--- config.mk ---
export PLATFORM = sky130hd
export DESIGN_NAME = change_dispense_controller
export DESIGN_NICKNAME = d
export VERILOG_FILES = /design/src/rtl/change_pkg.sv /design/src/rtl/change_planner.sv /design/src/rtl/change_dispense_controller.sv
export SDC_FILE = /design/constraint.sdc
export NUM_CORES = 1
export LEC_CHECK = 0
export BUFFER_PORTS_ARGS = -buffer_cell sky130_fd_sc_hd__buf_2
export CAP_MARGIN = 20
export CORE_MARGIN = 3
export CORE_UTILIZATION = 50
export DETAILED_ROUTE_END_ITERATION = 8
export GPL_TIMING_DRIVEN = 0
export PLACE_DENSITY = 0.73
export RECOVER_POWER = 50
export REMOVE_ABC_BUFFERS = 1
export SYNTH_ARGS = -nofsm -noshare
export SYNTH_HDL_FRONTEND = slang
export SYNTH_SLANG_ARGS = --single-unit
--- constraint.sdc ---
create_clock -name clock_i -period 11.7 [get_ports clock_i]
set_input_delay 2.925 -clock clock_i [delete_from_list [all_inputs] [get_ports clock_i]]
set_output_delay 2.925 -clock clock_i [all_outputs]
set_load 0.02 [all_outputs]
--- src/rtl/change_pkg.sv ---
`default_nettype none
// ============================================================================
//  Module      : change_pkg
//  Description : Shared types and helpers for the change dispense controller.
//                Coin codes, controller state encoding and the coin-code to
//                value mapping.
//  Revision    : 1.0  initial release
// ============================================================================
package change_pkg;

    // Physical coin codes as presented by the acceptor and the dispenser.
    typedef enum logic [2:0] {
        COIN_NONE = 3'b000,
        COIN_1    = 3'b001,
        COIN_3    = 3'b011,
        COIN_5    = 3'b101
    } coin_t;

    typedef enum logic [2:0] {
        S_IDLE    = 3'd0,
        S_COLLECT = 3'd1,
        S_PLAN    = 3'd2,
        S_DISP1   = 3'd3,
        S_DISP2   = 3'd4,
        S_DONE    = 3'd5
    } state_t;

    // Value of a coin code; any code outside the three legal ones is worth 0,
    // which doubles as the "invalid code" indication.
    function automatic logic [3:0] coin_value(input logic [2:0] code);
        case (code)
            3'b101:  return 4'd5;
            3'b011:  return 4'd3;
            3'b001:  return 4'd1;
            default: return 4'd0;
        endcase
    endfunction

endpackage
`default_nettype wire

--- src/rtl/change_planner.sv ---
`default_nettype none
// ============================================================================
//  Module      : change_planner
//  Description : Combinational greedy change planner. Picks up to two coins
//                (5, then 3, then 1) that fit the change amount and are in
//                stock; the second pick sees the inventory left after the
//                first. Reports whatever change could not be covered.
//  Ports       : change_i            change amount to cover
//                inv_p_i/t_i/c_i     current 5/3/1 inventory counts
//                first_o, second_o   planned coins (COIN_NONE if none)
//                rem_o               change left uncovered
//  Revision    : 1.0  initial release
// ============================================================================
module change_planner
    import change_pkg::*;
(
    input  logic [3:0] change_i,
    input  logic [1:0] inv_p_i,
    input  logic [1:0] inv_t_i,
    input  logic [1:0] inv_c_i,
    output coin_t      first_o,
    output coin_t      second_o,
    output logic [3:0] rem_o
);

    function automatic coin_t pick(input logic [3:0] amt,
                                   input logic [1:0] p,
                                   input logic [1:0] t,
                                   input logic [1:0] c);
        if (amt >= 4'd5 && p != 2'd0) return COIN_5;
        if (amt >= 4'd3 && t != 2'd0) return COIN_3;
        if (amt >= 4'd1 && c != 2'd0) return COIN_1;
        return COIN_NONE;
    endfunction

    logic [1:0] p2_d;
    logic [1:0] t2_d;
    logic [1:0] c2_d;
    logic [3:0] after1_d;

    always_comb begin
        first_o  = pick(change_i, inv_p_i, inv_t_i, inv_c_i);
        // The first pick only ever selects a coin with count > 0, so these
        // decrements cannot wrap.
        p2_d     = inv_p_i - ((first_o == COIN_5) ? 2'd1 : 2'd0);
        t2_d     = inv_t_i - ((first_o == COIN_3) ? 2'd1 : 2'd0);
        c2_d     = inv_c_i - ((first_o == COIN_1) ? 2'd1 : 2'd0);
        after1_d = change_i - coin_value(first_o);
        second_o = pick(after1_d, p2_d, t2_d, c2_d);
        rem_o    = after1_d - coin_value(second_o);
    end

endmodule
`default_nettype wire

--- src/rtl/change_dispense_controller.sv ---
`default_nettype none
// ============================================================================
//  Module      : change_dispense_controller
//  Description : Transaction controller: latches a cost, accumulates coins
//                (saturating at 15), plans change in one registered cycle,
//                dispenses up to two coins over valid/ready and reports the
//                outcome with a one-cycle done pulse. Owns the inventory.
//  Options     : CHANGE_CANCEL_EN - when defined, cancel_i in COLLECT aborts
//                the transaction and reports the paid amount as shortfall.
//  Ports       : clock_i/reset_i       clock, synchronous active-high reset
//                start_i/cost_i        begin transaction with a price
//                coin_valid_i/coin_in_i/coin_ready_o  coin acceptor
//                cancel_i              abort request (option above)
//                refill_*              inventory load (IDLE only)
//                disp_valid_o/disp_coin_o/disp_ready_i  dispenser handshake
//                busy_o, paid_o, done_o, exact_o, short_change_o,
//                shortfall_o, cancelled_o, coin_err_o, inv_*_o  status
//  Revision    : 1.0  initial release
// ============================================================================
module change_dispense_controller
    import change_pkg::*;
#(
    parameter logic [1:0] INIT_P = 2'd3,
    parameter logic [1:0] INIT_T = 2'd3,
    parameter logic [1:0] INIT_C = 2'd3
) (
    input  logic       clock_i,
    input  logic       reset_i,
    input  logic       start_i,
    input  logic [3:0] cost_i,
    input  logic       coin_valid_i,
    input  logic [2:0] coin_in_i,
    output logic       coin_ready_o,
    input  logic       cancel_i,
    input  logic       refill_valid_i,
    input  logic [1:0] refill_p_i,
    input  logic [1:0] refill_t_i,
    input  logic [1:0] refill_c_i,
    output logic       disp_valid_o,
    output logic [2:0] disp_coin_o,
    input  logic       disp_ready_i,
    output logic       busy_o,
    output logic [3:0] paid_o,
    output logic       done_o,
    output logic       exact_o,
    output logic       short_change_o,
    output logic [3:0] shortfall_o,
    output logic       cancelled_o,
    output logic       coin_err_o,
    output logic [1:0] inv_p_o,
    output logic [1:0] inv_t_o,
    output logic [1:0] inv_c_o
);

    state_t     state_q;
    logic [3:0] cost_q;
    logic [3:0] paid_q;
    coin_t      first_q;
    coin_t      second_q;
    logic [3:0] rem_q;
    logic       zero_q;
    logic [1:0] inv_p_q, inv_t_q, inv_c_q;
    logic       exact_q, short_q, cancelled_q, coin_err_q;
    logic [3:0] shortfall_q;

    coin_t      plan_first_d;
    coin_t      plan_second_d;
    logic [3:0] plan_rem_d;
    logic [3:0] change_d;
    logic [4:0] paid_sum_d;
    logic [3:0] paid_d;
    logic       coin_ok_d;
    logic       disp_fire_d;
    logic       plan_finish_d;
    logic       disp_finish_d;
    logic       cancel_d;

`ifdef CHANGE_CANCEL_EN
    assign cancel_d = cancel_i;
`else
    logic unused_cancel;
    assign cancel_d      = 1'b0;
    assign unused_cancel = cancel_i;
`endif

    // Only meaningful in PLAN, where paid >= cost is guaranteed.
    assign change_d   = paid_q - cost_q;

    change_planner u_planner (
        .change_i (change_d),
        .inv_p_i  (inv_p_q),
        .inv_t_i  (inv_t_q),
        .inv_c_i  (inv_c_q),
        .first_o  (plan_first_d),
        .second_o (plan_second_d),
        .rem_o    (plan_rem_d)
    );

    assign paid_sum_d = {1'b0, paid_q} + {1'b0, coin_value(coin_in_i)};
    assign paid_d     = paid_sum_d[4] ? 4'hF : paid_sum_d[3:0];
    assign coin_ok_d  = (coin_value(coin_in_i) != 4'd0);

    assign disp_valid_o = (state_q == S_DISP1) || (state_q == S_DISP2);
    assign disp_coin_o  = (state_q == S_DISP1) ? first_q  :
                          (state_q == S_DISP2) ? second_q : COIN_NONE;
    assign disp_fire_d  = disp_valid_o && disp_ready_i;

    // Normal (non-cancel) entries into DONE; status is captured on entry so
    // it is valid alongside the done pulse and holds afterwards.
    assign plan_finish_d = (state_q == S_PLAN) && (plan_first_d == COIN_NONE);
    assign disp_finish_d = disp_fire_d &&
                           ((state_q == S_DISP2) || (second_q == COIN_NONE));

    always_ff @(posedge clock_i) begin
        if (reset_i) begin
            state_q     <= S_IDLE;
            cost_q      <= 4'd0;
            paid_q      <= 4'd0;
            first_q     <= COIN_NONE;
            second_q    <= COIN_NONE;
            rem_q       <= 4'd0;
            zero_q      <= 1'b0;
            inv_p_q     <= INIT_P;
            inv_t_q     <= INIT_T;
            inv_c_q     <= INIT_C;
            exact_q     <= 1'b0;
            short_q     <= 1'b0;
            shortfall_q <= 4'd0;
            cancelled_q <= 1'b0;
            coin_err_q  <= 1'b0;
        end else begin
            coin_err_q <= 1'b0;
            case (state_q)
                S_IDLE: begin
                    if (start_i) begin
                        cost_q  <= cost_i;
                        paid_q  <= 4'd0;
                        state_q <= S_COLLECT;
                    end else if (refill_valid_i) begin
                        inv_p_q <= refill_p_i;
                        inv_t_q <= refill_t_i;
                        inv_c_q <= refill_c_i;
                    end
                end
                S_COLLECT: begin
                    if (cancel_d) begin
                        state_q     <= S_DONE;
                        cancelled_q <= 1'b1;
                        exact_q     <= 1'b0;
                        short_q     <= 1'b0;
                        shortfall_q <= paid_q;
                    end else begin
                        // coin_ready is high for all of COLLECT, so a coin
                        // offered in the final COLLECT cycle is still counted.
                        if (coin_valid_i) begin
                            if (coin_ok_d) paid_q     <= paid_d;
                            else           coin_err_q <= 1'b1;
                        end
                        if (paid_q >= cost_q) state_q <= S_PLAN;
                    end
                end
                S_PLAN: begin
                    first_q  <= plan_first_d;
                    second_q <= plan_second_d;
                    rem_q    <= plan_rem_d;
                    zero_q   <= (change_d == 4'd0);
                    state_q  <= (plan_first_d == COIN_NONE) ? S_DONE : S_DISP1;
                end
                S_DISP1: begin
                    if (disp_ready_i)
                        state_q <= (second_q != COIN_NONE) ? S_DISP2 : S_DONE;
                end
                S_DISP2: begin
                    if (disp_ready_i) state_q <= S_DONE;
                end
                S_DONE:  state_q <= S_IDLE;
                default: state_q <= S_IDLE;
            endcase

            if (plan_finish_d || disp_finish_d) begin
                exact_q     <= plan_finish_d ? (change_d == 4'd0) : zero_q;
                short_q     <= plan_finish_d ? (plan_rem_d != 4'd0) : (rem_q != 4'd0);
                shortfall_q <= plan_finish_d ? plan_rem_d : rem_q;
                cancelled_q <= 1'b0;
            end

            if (disp_fire_d) begin
                case (disp_coin_o)
                    3'b101:  inv_p_q <= inv_p_q - 2'd1;
                    3'b011:  inv_t_q <= inv_t_q - 2'd1;
                    3'b001:  inv_c_q <= inv_c_q - 2'd1;
                    default: ;
                endcase
            end
        end
    end

    assign coin_ready_o   = (state_q == S_COLLECT);
    assign busy_o         = (state_q != S_IDLE);
    assign done_o         = (state_q == S_DONE);
    assign paid_o         = paid_q;
    assign exact_o        = exact_q;
    assign short_change_o = short_q;
    assign shortfall_o    = shortfall_q;
    assign cancelled_o    = cancelled_q;
    assign coin_err_o     = coin_err_q;
    assign inv_p_o        = inv_p_q;
    assign inv_t_o        = inv_t_q;
    assign inv_c_o        = inv_c_q;

endmodule
`default_nettype wire

== Word level (Yosys, flattened, before mapping) ==
Cells that the tools add are included.

* $add $sub $neg: 10
* Order comparisons: 7
* Equality and inequality tests: 23
* Muxes and demuxes: 63
* Bitwise gates (word level): 2
* Reductions and logical operators: 32

{| class="wikitable"
|+ Operators by type and width
! operator !! count
|-
| 2-to-1 mux 3 bit || 19
|-
| 2-to-1 mux 2 bit || 15
|-
| one-hot mux 3 bit (3 select lines) || 3
|-
| 2-to-1 mux 4 bit || 5
|-
| 2-to-1 mux 1 bit || 19
|-
| equality test 3 x 2 -> 1 bit, second input constant || 6
|-
| equality test 3 bit, second input constant || 6
|-
| equality test 3 x 1 -> 1 bit, second input constant || 5
|-
| one-hot mux 3 bit (5 select lines) || 1
|-
| nonzero test 2 bit || 7
|-
| nonzero test 4 bit || 3
|-
| logical AND 1 bit || 9
|-
| zero test 3 bit || 3
|-
| greater-or-equal comparator 4 x 1 -> 1 bit, second input constant || 2
|-
| greater-or-equal comparator 4 x 2 -> 1 bit, second input constant || 2
|-
| greater-or-equal comparator 4 x 3 -> 1 bit, second input constant || 2
|-
| != test 2 bit, second input constant || 4
|-
| one-hot mux 4 bit (2 select lines) || 1
|-
| AND reduction 4 bit || 2
|-
| subtractor 4 x 3 -> 4 bit || 2
|-
| nonzero test 3 bit || 2
|-
| subtractor 2 x 1 -> 2 bit, second input constant || 3
|-
| subtractor 2 bit || 3
|-
| adder 4 x 4 -> 5 bit || 1
|-
| 8 further kinds || 12
|}

* Flip-flop bits (word level): 35
* Input port bits: 20
* Output and inout port bits: 25
* Word-level logic and storage cells: 151

== Depth between registers and ports, before layout ==
Gate-level depths: netlist of run 1.

* Depth after elaboration: 27
* Mapped depth: 23
* Mapped depth without buffers: 23

== Modules after synthesis ==
Synthesis of run 1 repeated with hierarchy kept, for this count alone.

* Cell total of the unflattened synthesis: 299
* Area, all modules: 2529.9 um2

{| class="wikitable"
|+ Modules (own cells, without submodules)
! module !! instances !! cells an instance !! area each (um2) !! sequential area each (um2)
|-
| change_dispense_controller || 1 || 238 || 2080.7 || 700.7
|-
| change_planner || 1 || 61 || 449.2 || 0.0
|}

== Worst setup path after synthesis of run 1 ==
Ideal clock, no wire load.

* Path kind: register to register
* Start point: reg paid_q[0], in the netlist paid_o[0]
* End point: reg short_q, in the netlist short_change_o
* Setup time: 0.134 ns
* Arrival time: 4.436 ns
* Required time: 11.566 ns
* Path slack: 7.130 ns
* Stages on the path, launching flop included: 22
* Path buffers: 0
* Period minus slack after synthesis: 4.570 ns
* Path through: dfxtp_1 inv_1 ha_1 fa_1 nor2b_1 or4b_4 nand3_1 o22ai_1 and2_1 inv_1 ha_1 a21o_1 a21oi_1 xnor2_1 nand4_1 a32oi_1 nand2_1 ha_1 fa_1 xor2_1 and3_1 a211oi_2

* Word-level cells in the longest chain between the ends: 25
* Elaborated cells between the ends (all ways): 59
* Classes of those cells: add/sub: 6; order compare: 6; eq/ne: 6; mux: 28; reduce/logical: 13

{| class="wikitable"
|+ Ends and longest elaborated chain
! item !! line !! source
|-
| start: declaration || change_dispense_controller.sv:57 || <nowiki>logic [3:0] paid_q;</nowiki>
|-
| start signal: assignment || change_dispense_controller.sv:156 || <nowiki>if (coin_ok_d) paid_q <= paid_d;</nowiki>
|-
| subtractor 4 bit (*) || change_dispense_controller.sv:87 || <nowiki>assign change_d = paid_q - cost_q;</nowiki>
|-
| greater-or-equal comparator 4 x 1 -> 1 bit || change_planner.sv:32 || <nowiki>if (amt >= 4'd1 && c != 2'd0) return COIN_1;</nowiki>
|-
| logical AND 1 bit || change_planner.sv:32 ||
|-
| 2-to-1 mux 1 bit (2 in a row) || change_planner.sv:32 ||
|-
| 2-to-1 mux 1 bit || change_planner.sv:31 || <nowiki>if (amt >= 4'd3 && t != 2'd0) return COIN_3;</nowiki>
|-
| 2-to-1 mux 3 bit || change_planner.sv:33 || <nowiki>return COIN_NONE;</nowiki>
|-
| 2-to-1 mux 3 bit || change_planner.sv:32 ||
|-
| 2-to-1 mux 3 bit (*) || change_planner.sv:31 ||
|-
| net plan_first_d[1] || change_dispense_controller.sv:66 || <nowiki>coin_t plan_first_d;</nowiki>
|-
| [... 8 more ...] || -- ||
|-
| 2-to-1 mux 3 bit || change_planner.sv:33 ||
|-
| 2-to-1 mux 3 bit || change_planner.sv:32 ||
|-
| 2-to-1 mux 3 bit || change_planner.sv:31 ||
|-
| equality test 3 x 1 -> 1 bit, or another cell as far along || change_pkg.sv:31 || <nowiki>case (code)</nowiki>
|-
| one-hot mux 3 bit (3 select lines) || change_pkg.sv:31 ||
|-
| subtractor 4 x 3 -> 4 bit || change_planner.sv:50 || <nowiki>rem_o = after1_d - coin_value(second_o);</nowiki>
|-
| nonzero test 4 bit || change_dispense_controller.sv:182 || <nowiki>short_q <= plan_finish_d ? (plan_rem_d != 4'd0) : (rem_q != 4'd0);</nowiki>
|-
| 2-to-1 mux 1 bit || change_dispense_controller.sv:182 ||
|-
| end signal: assignment || change_dispense_controller.sv:182 ||
|-
| end: declaration || change_dispense_controller.sv:63 || <nowiki>logic exact_q, short_q, cancelled_q, coin_err_q;</nowiki>
|}

Mark *: on every way through the listed nets, which the timed path passes. The rest lies on a longest branch. The select of a mux whose other input is x is not followed.
A chain may end at the register's enable or synchronous reset.

== Worst setup path after layout of run 1 ==
* Start point: reg paid_q[0], in the netlist paid_o[0]
* End point: reg short_q, in the netlist short_change_o

* Word-level cells in the longest chain between the ends: 25
* Elaborated cells between the ends (all ways): 59
* Classes of those cells: add/sub: 6; order compare: 6; eq/ne: 6; mux: 28; reduce/logical: 13

{| class="wikitable"
|+ Ends and longest elaborated chain
! item !! line
|-
| subtractor 4 bit (*) || change_dispense_controller.sv:87
|-
| greater-or-equal comparator 4 x 1 -> 1 bit || change_planner.sv:32
|-
| logical AND 1 bit || change_planner.sv:32
|-
| 2-to-1 mux 1 bit (2 in a row) || change_planner.sv:32
|-
| 2-to-1 mux 1 bit || change_planner.sv:31
|-
| 2-to-1 mux 3 bit || change_planner.sv:33
|-
| 2-to-1 mux 3 bit || change_planner.sv:32
|-
| 2-to-1 mux 3 bit || change_planner.sv:31
|-
| [... 8 more ...] || --
|-
| 2-to-1 mux 3 bit || change_planner.sv:33
|-
| 2-to-1 mux 3 bit || change_planner.sv:32
|-
| 2-to-1 mux 3 bit || change_planner.sv:31
|-
| equality test 3 x 1 -> 1 bit, or another cell as far along || change_pkg.sv:31
|-
| one-hot mux 3 bit (3 select lines) || change_pkg.sv:31
|-
| subtractor 4 x 3 -> 4 bit || change_planner.sv:50
|-
| nonzero test 4 bit || change_dispense_controller.sv:182
|-
| 2-to-1 mux 1 bit || change_dispense_controller.sv:182
|}

Every way passes the cells marked *; elsewhere a longest branch is shown, timed or not. The select of a mux whose other input is x is not followed.

==> results of run 1 <==
cell families (layout without fill, tap and decap cells):
group | count (synthesis) | after routing
buffers and inverters | 40 | 78
AND/OR/NAND/NOR | 119 | 119
flip-flops | 35 | 35
adder cells (fa/ha/maj) | 20 | 20
XOR/XNOR | 9 | 9
AO/OA/AOI/OAI | 79 | 79
other | 1 | 1
multiplexers | 12 | 12
where the power goes:
part | total (µW) | internal, µW | leakage [µW] | switching, µW
Combinational | 657 | 253 | 0.000872 | 404
Sequential | 166 | 144 | 0.000285 | 21.9
Clock | 88.2 | 41.6 | 0.0000412 | 46.5
sequential cells by signal, indices dropped and copies added (netlist names), 2 cells and up:
register / cells
shortfall_o: 4
rem_q: 4
inv_c_o: 2
state_q: 3
paid_o: 4
first_q: 3
inv_t_o: 2
cost_q: 4
inv_p_o: 2
second_q: 3
layer usage:
layer | vias to the layer above | share of wire (%) | GRT usage [%]
li1 | 1184 | - | -
met1 | 1092 | 50 | 29.7
met2 | 40 | 45 | 34.1
met3 | 5 | 3.5 | 3.52
met4 | 0 | 1.1 | 5.69
met5 | - | 0 | 0
cells in the mapped netlist (2+ instances only):
library cell  number
nor3_1            11
nand4_1            2
a211oi_1           4
nor2b_1            4
nor3b_1            3
nand3_1           10
o211ai_1           3
inv_1             27
a21oi_1           26
and3_1             4
a22o_1             3
o22ai_1            3
o21bai_1           2
xor2_1             3
o2bb2ai_1          2
xnor2_1            6
a211oi_2           4
nor2_1            25
and2_1             3
a21boi_0           2
buf_4              2
a31oi_1            3
a21o_1             3
nand2_1           37
o211a_1            2
fa_1               4
dfxtp_1           35
mux2i_1            8
o21ai_0            8
clkbuf_1           7
or2_1              4
ha_1              16
or2_2              3
nand3b_1           3
mux2_2             4
buf_1              3
or3_1              2
per-stage QoR:
| stage | utilization [%] | instances |
|---|---|---|
| final | 59.2 | 420 |
| after global routing | 59.2 | 420 |
| after CTS | 59.5 | 420 |
| after detailed placement | 57.8 | 412 |
| after global placement | 57.8 | 412 |
| after floorplan | - | 303 |
critical path: cells and delay by family, from the launching register on:
| family | cells | cell delay, ps |
|---|---|---|
| AOI/OAI and AO/OA | 4 | 720 |
| xor gates and xnor gates | 2 | 570 |
| adders and majority gates | 6 | 1870 |
| buffers and inverters | 2 | 170 |
| DFF | 1 | 380 |
| and+or+nand+nor | 6 | 1110 |
layout make-up:
class,instances,area (µm²),share of cell area (%)
inverter,28,105,3.71
timing repair buffer,42,193,6.81
sequential,35,701,24.7
clock buffer,6,72.6,2.56
tap,67,83.8,2.96
clock inverter,2,12.5,0.442
multi-input combinational,240,1660,58.8
worst paths after layout:
kind / start / endpoint / slack [ps] / cells after the start
worst min-delay path: cost_q[2]$_SDFFE_PP0P_ / cost_q[2]$_SDFFE_PP0P_ / 460 / 2
worst max-delay path: paid_o[0]$_SDFFE_PP0P_ / short_change_o$_SDFFE_PP0P_ / 6700 / 20
worst min register to register: cost_q[2]$_SDFFE_PP0P_ / cost_q[2]$_SDFFE_PP0P_ / 460 / 2
worst max register to register: paid_o[0]$_SDFFE_PP0P_ / short_change_o$_SDFFE_PP0P_ / 6700 / 20
==> metrics.cfg, run 1 <==
[final_layout]
final_area_um2=2830
fillers=457
drive_gt1_share_pct=16.1
layout_common_cells=37 x nand2_1, 35 x dfxtp_1, 28 x buf_2, 27 x inv_1, 26 x a21oi_1
syn2layout_area_growth_pct=12.3
num_antenna_cells=0
final_common_cell=nand2_1
nets=392

[pwr]
fin_total_pwr_uw=912
p_per_area_nw_per_um2=322
power.leakage_uw=0.00120
vdd_drop_max_v=0.000226

[worst_setup_path]
critical_path.slowest_cell=or4b_4
crit_path_end_kind=flop
path_class=reg -> reg
cp_slowest_stage_delay_ps=490
critPathArrivalTime_ps=5100
crit_chain=inv_1, ha_1, fa_1, nor2b_1, or4b_4, a31oi_4, o21bai_2, ha_1, fa_1, xor2_1, inv_1, nand2_1, nand2_1, a32oi_1, nand2_1, ha_1, fa_1, xor2_1, and3_1, a211oi_2
path_max_fanout=5
cp.required_ps=11810
cp-start-kind=flop

[yosys]
synth_xor_area_share_pct=3.13
yosysTopAreaCell=dfxtp_1
synth.yosys.seq_area_share_pct=27.8
synthMuxAreaShare_pct=4.96
synth-compound-area-share_pct=23.2
synth_adder_area_share_pct=11.1
synth-simple-area-share_pct=23.4
synth_top_family_by_area=simple AND/OR/NAND/NOR gates
synth_warnings=0
syn_area_um2=2520
ys.flop_type=dfxtp_1
avgSynthCellArea_um2=8.01
synthCells=315
yosysUniqueCellTypes=61
synth_top_area_share_pct=27.8
synth-seq-cells=35
synth_edf_count=0
synth_area_leaders=dfxtp_1 28%, ha_1 7.9%, nand2_1 5.5%
synthArstFlopShare_pct=0

[routing]
num_vias=2321
first_iter_violations=148
viasPerCell=5.53
post-route-drc-count=0
routed_wirelength_um=5950
avgRoutedWirePerCell_um=14.2
firstDrtPassIters=4
ant_nets=0

[placement]
post_dp_cell_area_um2=2760
gp_congestion=0.850
portBuffers=42
preCtsSetupSlack_ps=6750
dp_hpwl_um=4520

[clocking]
clock_latency_ps=290
cts_setup_buffers=0
cts_sinks=35
root_buffer=clkbuf_8
htree_levels=2
cts_buffers=5
cts_buffer_depth=2
path_clk_slew_ps=80
cts_tree=done
cts.hold.buffers_added=0
cts_resized=0

[sta]
fmax_mhz=200
final.setup_skew_ps=8.39
rsz0062_at_grt=no
slew_violations=37
hold_ws_ps=462
finalHoldViolCount=0
max-slew-margin-rel_pct=-16.4
worstMarginPinSlew_ps=1750
final.period_utilization_pct=42.7
finalSetupViolCount=0
setup_slack_ps=6700
timing.setup.tns_ps=0
period_minus_slack_ps=5000

[die]
core-area_um2=4790
rows=25
die_w_um=77.0
ios=45
die-area_um2=5930
fp.dieH_um=77.0
start_util_pct=52.7

[run]
timing.max_cap.violations=1

[worst_hold_path]
hold_path_class=reg -> reg

[outcome]
status=finished with violations
violations=max-capacitance violations, max-slew violations

[global_route]
grt_pass1_wl_um=10400
track_usage_pct=21.3
grt_pass1_vias=2224
grt_overflow=0
antenna_found_initial=0
grt_max_degree=37

(Power assumes the default switching activity.)
==> run 2, diff against run 1 <==
--- a/config.mk
+++ b/config.mk
@@ -5,13 +5,14 @@
 export SDC_FILE = /design/constraint.sdc
 export NUM_CORES = 1
 export LEC_CHECK = 0
+export ABC_AREA = 1
 export BUFFER_PORTS_ARGS = -buffer_cell sky130_fd_sc_hd__buf_2
 export CAP_MARGIN = 20
 export CORE_MARGIN = 3
 export CORE_UTILIZATION = 50
 export DETAILED_ROUTE_END_ITERATION = 8
 export GPL_TIMING_DRIVEN = 0
-export PLACE_DENSITY = 0.73
+export PLACE_DENSITY = 0.76
 export RECOVER_POWER = 50
 export REMOVE_ABC_BUFFERS = 1
 export SYNTH_ARGS = -nofsm -noshare
==> constraint.sdc (replaced) <==
create_clock -name clock_i -period 4 [get_ports clock_i]
set_input_delay 1 -clock clock_i [delete_from_list [all_inputs] [get_ports clock_i]]
set_output_delay 1 -clock clock_i [all_outputs]
set_load 0.02 [all_outputs]
==> run 2 against run 1 <==
Against the previous run:
- synthesized cell count rose by 9.8%
- flip-flop and latch count did not move
- die area fell by 4.8%
- critical path type unchanged
- global-route usage rose by 3.1 points
- non-clock buffer count rose by 33
- clock skew fell by 3.7 ps
- the run ends with negative setup slack left
- core utilization rose by 13 points
- cell count rose by 13%
- sequential share of layout area fell by 2.8 points
- first-iteration DRC count rose by 59%
- area after synthesis fell by 5.2%
==> metrics.cfg, run 2 <==
[final_layout]
final_common_cell=inv_1
num_antenna_cells=0
nets=461
layout_common_cells=59 x inv_1, 53 x nand2_1, 34 x o21ai_0, 32 x dfxtp_1
drive_gt1_share_pct=31.8
syn2layout_area_growth_pct=34.5
final_area_um2=3220
fillers=337

[die]
die_w_um=75.2
fp.dieH_um=75.2
rows=24
ios=45
core-area_um2=4470
die-area_um2=5650
start_util_pct=53.5

[yosys]
yosysTopAreaCell=dfxtp_1
synth_top_family_by_area=simple AND/OR/NAND/NOR gates
synth-seq-cells=35
synth_adder_area_share_pct=11.7
synth_top_area_share_pct=29.3
ys.flop_type=dfxtp_1
netlist_top_cells_count=65 x inv_1, 60 x nand2_1, 36 x o21ai_0
synthMuxAreaShare_pct=0
synth_area_leaders=dfxtp_1 29%, inv_1 10%, nand2_1 9.4%
synth-simple-area-share_pct=25.4
synth-compound-area-share_pct=19.7
avgSynthCellArea_um2=6.91
synth_xor_area_share_pct=1.46
synth_warnings=0
yosysUniqueCellTypes=40
synth.yosys.seq_area_share_pct=29.3
synthArstFlopShare_pct=0
synthCells=346
yosysMostFrequentCell=inv_1
syn_area_um2=2390
synth_edf_count=0

[clocking]
cts_tree=done
path_clk_slew_ps=80
clock_latency_ps=290
htree_levels=2
root_buffer=clkbuf_8
cts_buffers=5
cts.hold.buffers_added=0
cts_sinks=35
cts_buffer_depth=2

[sta]
final.period_utilization_pct=109
finalHoldViolCount=0
finalSetupViolCount=7
period_minus_slack_ps=4350
setup_slack_ps=-350
worstMarginPinSlew_ps=676
timing.setup.tns_ps=-1470
rsz0062_at_grt=yes
final.setup_skew_ps=4.73
max-slew-margin-rel_pct=54.8
fmax_mhz=230
slew_violations=0

[worst_hold_path]
hold_path_class=reg -> reg
holdCritStartpoint=shortfall_o[0]$_SDFFE_PP0P_
holdPathEnd=shortfall_o[0]$_SDFFE_PP0P_
whs_path_depth=2

[placement]
gp_congestion=0.858
portBuffers=42
dp_hpwl_um=4230
preCtsSetupSlack_ps=-793
post_dp_cell_area_um2=2650

[routing]
avgRoutedWirePerCell_um=15.4
routed_wirelength_um=7290
num_vias=2604
first_iter_violations=236
viasPerCell=5.49
firstDrtPassIters=4
post-route-drc-count=0
ant_nets=0

[outcome]
violations=negative setup slack
status=finished with violations

[worst_setup_path]
regToRegEndpoint=short_change_o$_SDFFE_PP0P_
cp_top_family=adder cells
crit_path_end_kind=flop
cp-start-kind=flop
r2r_slack_ps=-350
r2r-start=paid_o[0]$_SDFFE_PP0P_
critPathArrivalTime_ps=4540
path_class=reg -> reg
cp_slowest_stage_delay_ps=460
critical_path.slowest_cell=fa_2
timing.critical_path.buf_inv=4
rr_worst_depth=27
path_max_fanout=4
cp.required_ps=4190

[global_route]
grt_max_degree=20
grt_overflow=0
grt_pass1_vias=2359
track_usage_pct=24.4
grt_pass1_wl_um=10500
antenna_found_initial=0

[run]
timing.max_cap.violations=0

[run 2: changes by cell type after synthesis, sizes merged, moves of 5 or more]
cell / change
a211oi: -6
a21oi: +7
inv: +41
mux2i: -8
nand2: +31
nand3: +6
o21ai: +30
or2: -5
[run 2: cell families (layout without fill, tap and decap cells)]
logic type	count (synthesis)	count (layout)
AO/OA/AOI/OAI	83	83
flip-flops	35	35
buffers and inverters	76	152
other	1	1
AND/OR/NAND/NOR	127	127
adder cells (fa/ha/maj)	20	20
XOR/XNOR	4	4
[run 2: routing by layer]
metal / GRT usage, % / part of all wire, %
met5: 0 / 0
met4: 8.35 / 2.8
met3: 4.41 / 6.7
met2: 42.8 / 49
met1: 30.0 / 41
[run 2: worst min-delay path: cells and delay by family, from the launching register on]
kind            cells  cell delay, ps
flops               1             310
simple gates        1              60
compound gates      1              50
[run 2: final cells by class]
class | count | area (µm²) | area share (%)
tap | 52 | 65.1 | 2.02
multi-input combinational | 235 | 1610 | 50.1
clock buffer | 6 | 82.6 | 2.57
clock inverter | 2 | 35.0 | 1.09
sequential | 35 | 704 | 21.9
inverter | 69 | 262 | 8.13
timing repair buffer | 75 | 457 | 14.2
[run 2: how the worst max path moves through the flow]
stage	slack, ps	depth (start not counted)	endpoint	from
floorplan	-280	27	short_change_o$_SDFFE_PP0P_	paid_o[0]$_SDFFE_PP0P_
CTS	-230	26	short_change_o$_SDFFE_PP0P_	paid_o[0]$_SDFFE_PP0P_
detailed placement	-790	26	short_change_o$_SDFFE_PP0P_	paid_o[0]$_SDFFE_PP0P_
finish	-350	27	short_change_o$_SDFFE_PP0P_	paid_o[0]$_SDFFE_PP0P_
global placement	-680	26	short_change_o$_SDFFE_PP0P_	paid_o[0]$_SDFFE_PP0P_
global route	-510	28	short_change_o$_SDFFE_PP0P_	paid_o[0]$_SDFFE_PP0P_
[run 2: timing repair]
item / CTS / global route
buffers inserted: 23 / 11
endpoints found under the hold margin: 0 / 0
pin swaps: 33 / 32
resized for setup: 28 / 26
setup endpoints to repair: 9 / 8
[run 2: through the flow]
stage               hold WS, ps  util [%]  std cells
floorplan                   434         -        339
global placement            444      58.9        433
detailed placement          448      59.2        434
CTS                         458      68.5        465
global route                492      71.9        474
finish                      460      71.9        474
Power of run 2 is left out: the tool's default activity adds up to more than one toggle a clock period on the data nets, which glitch-free logic cannot reach.
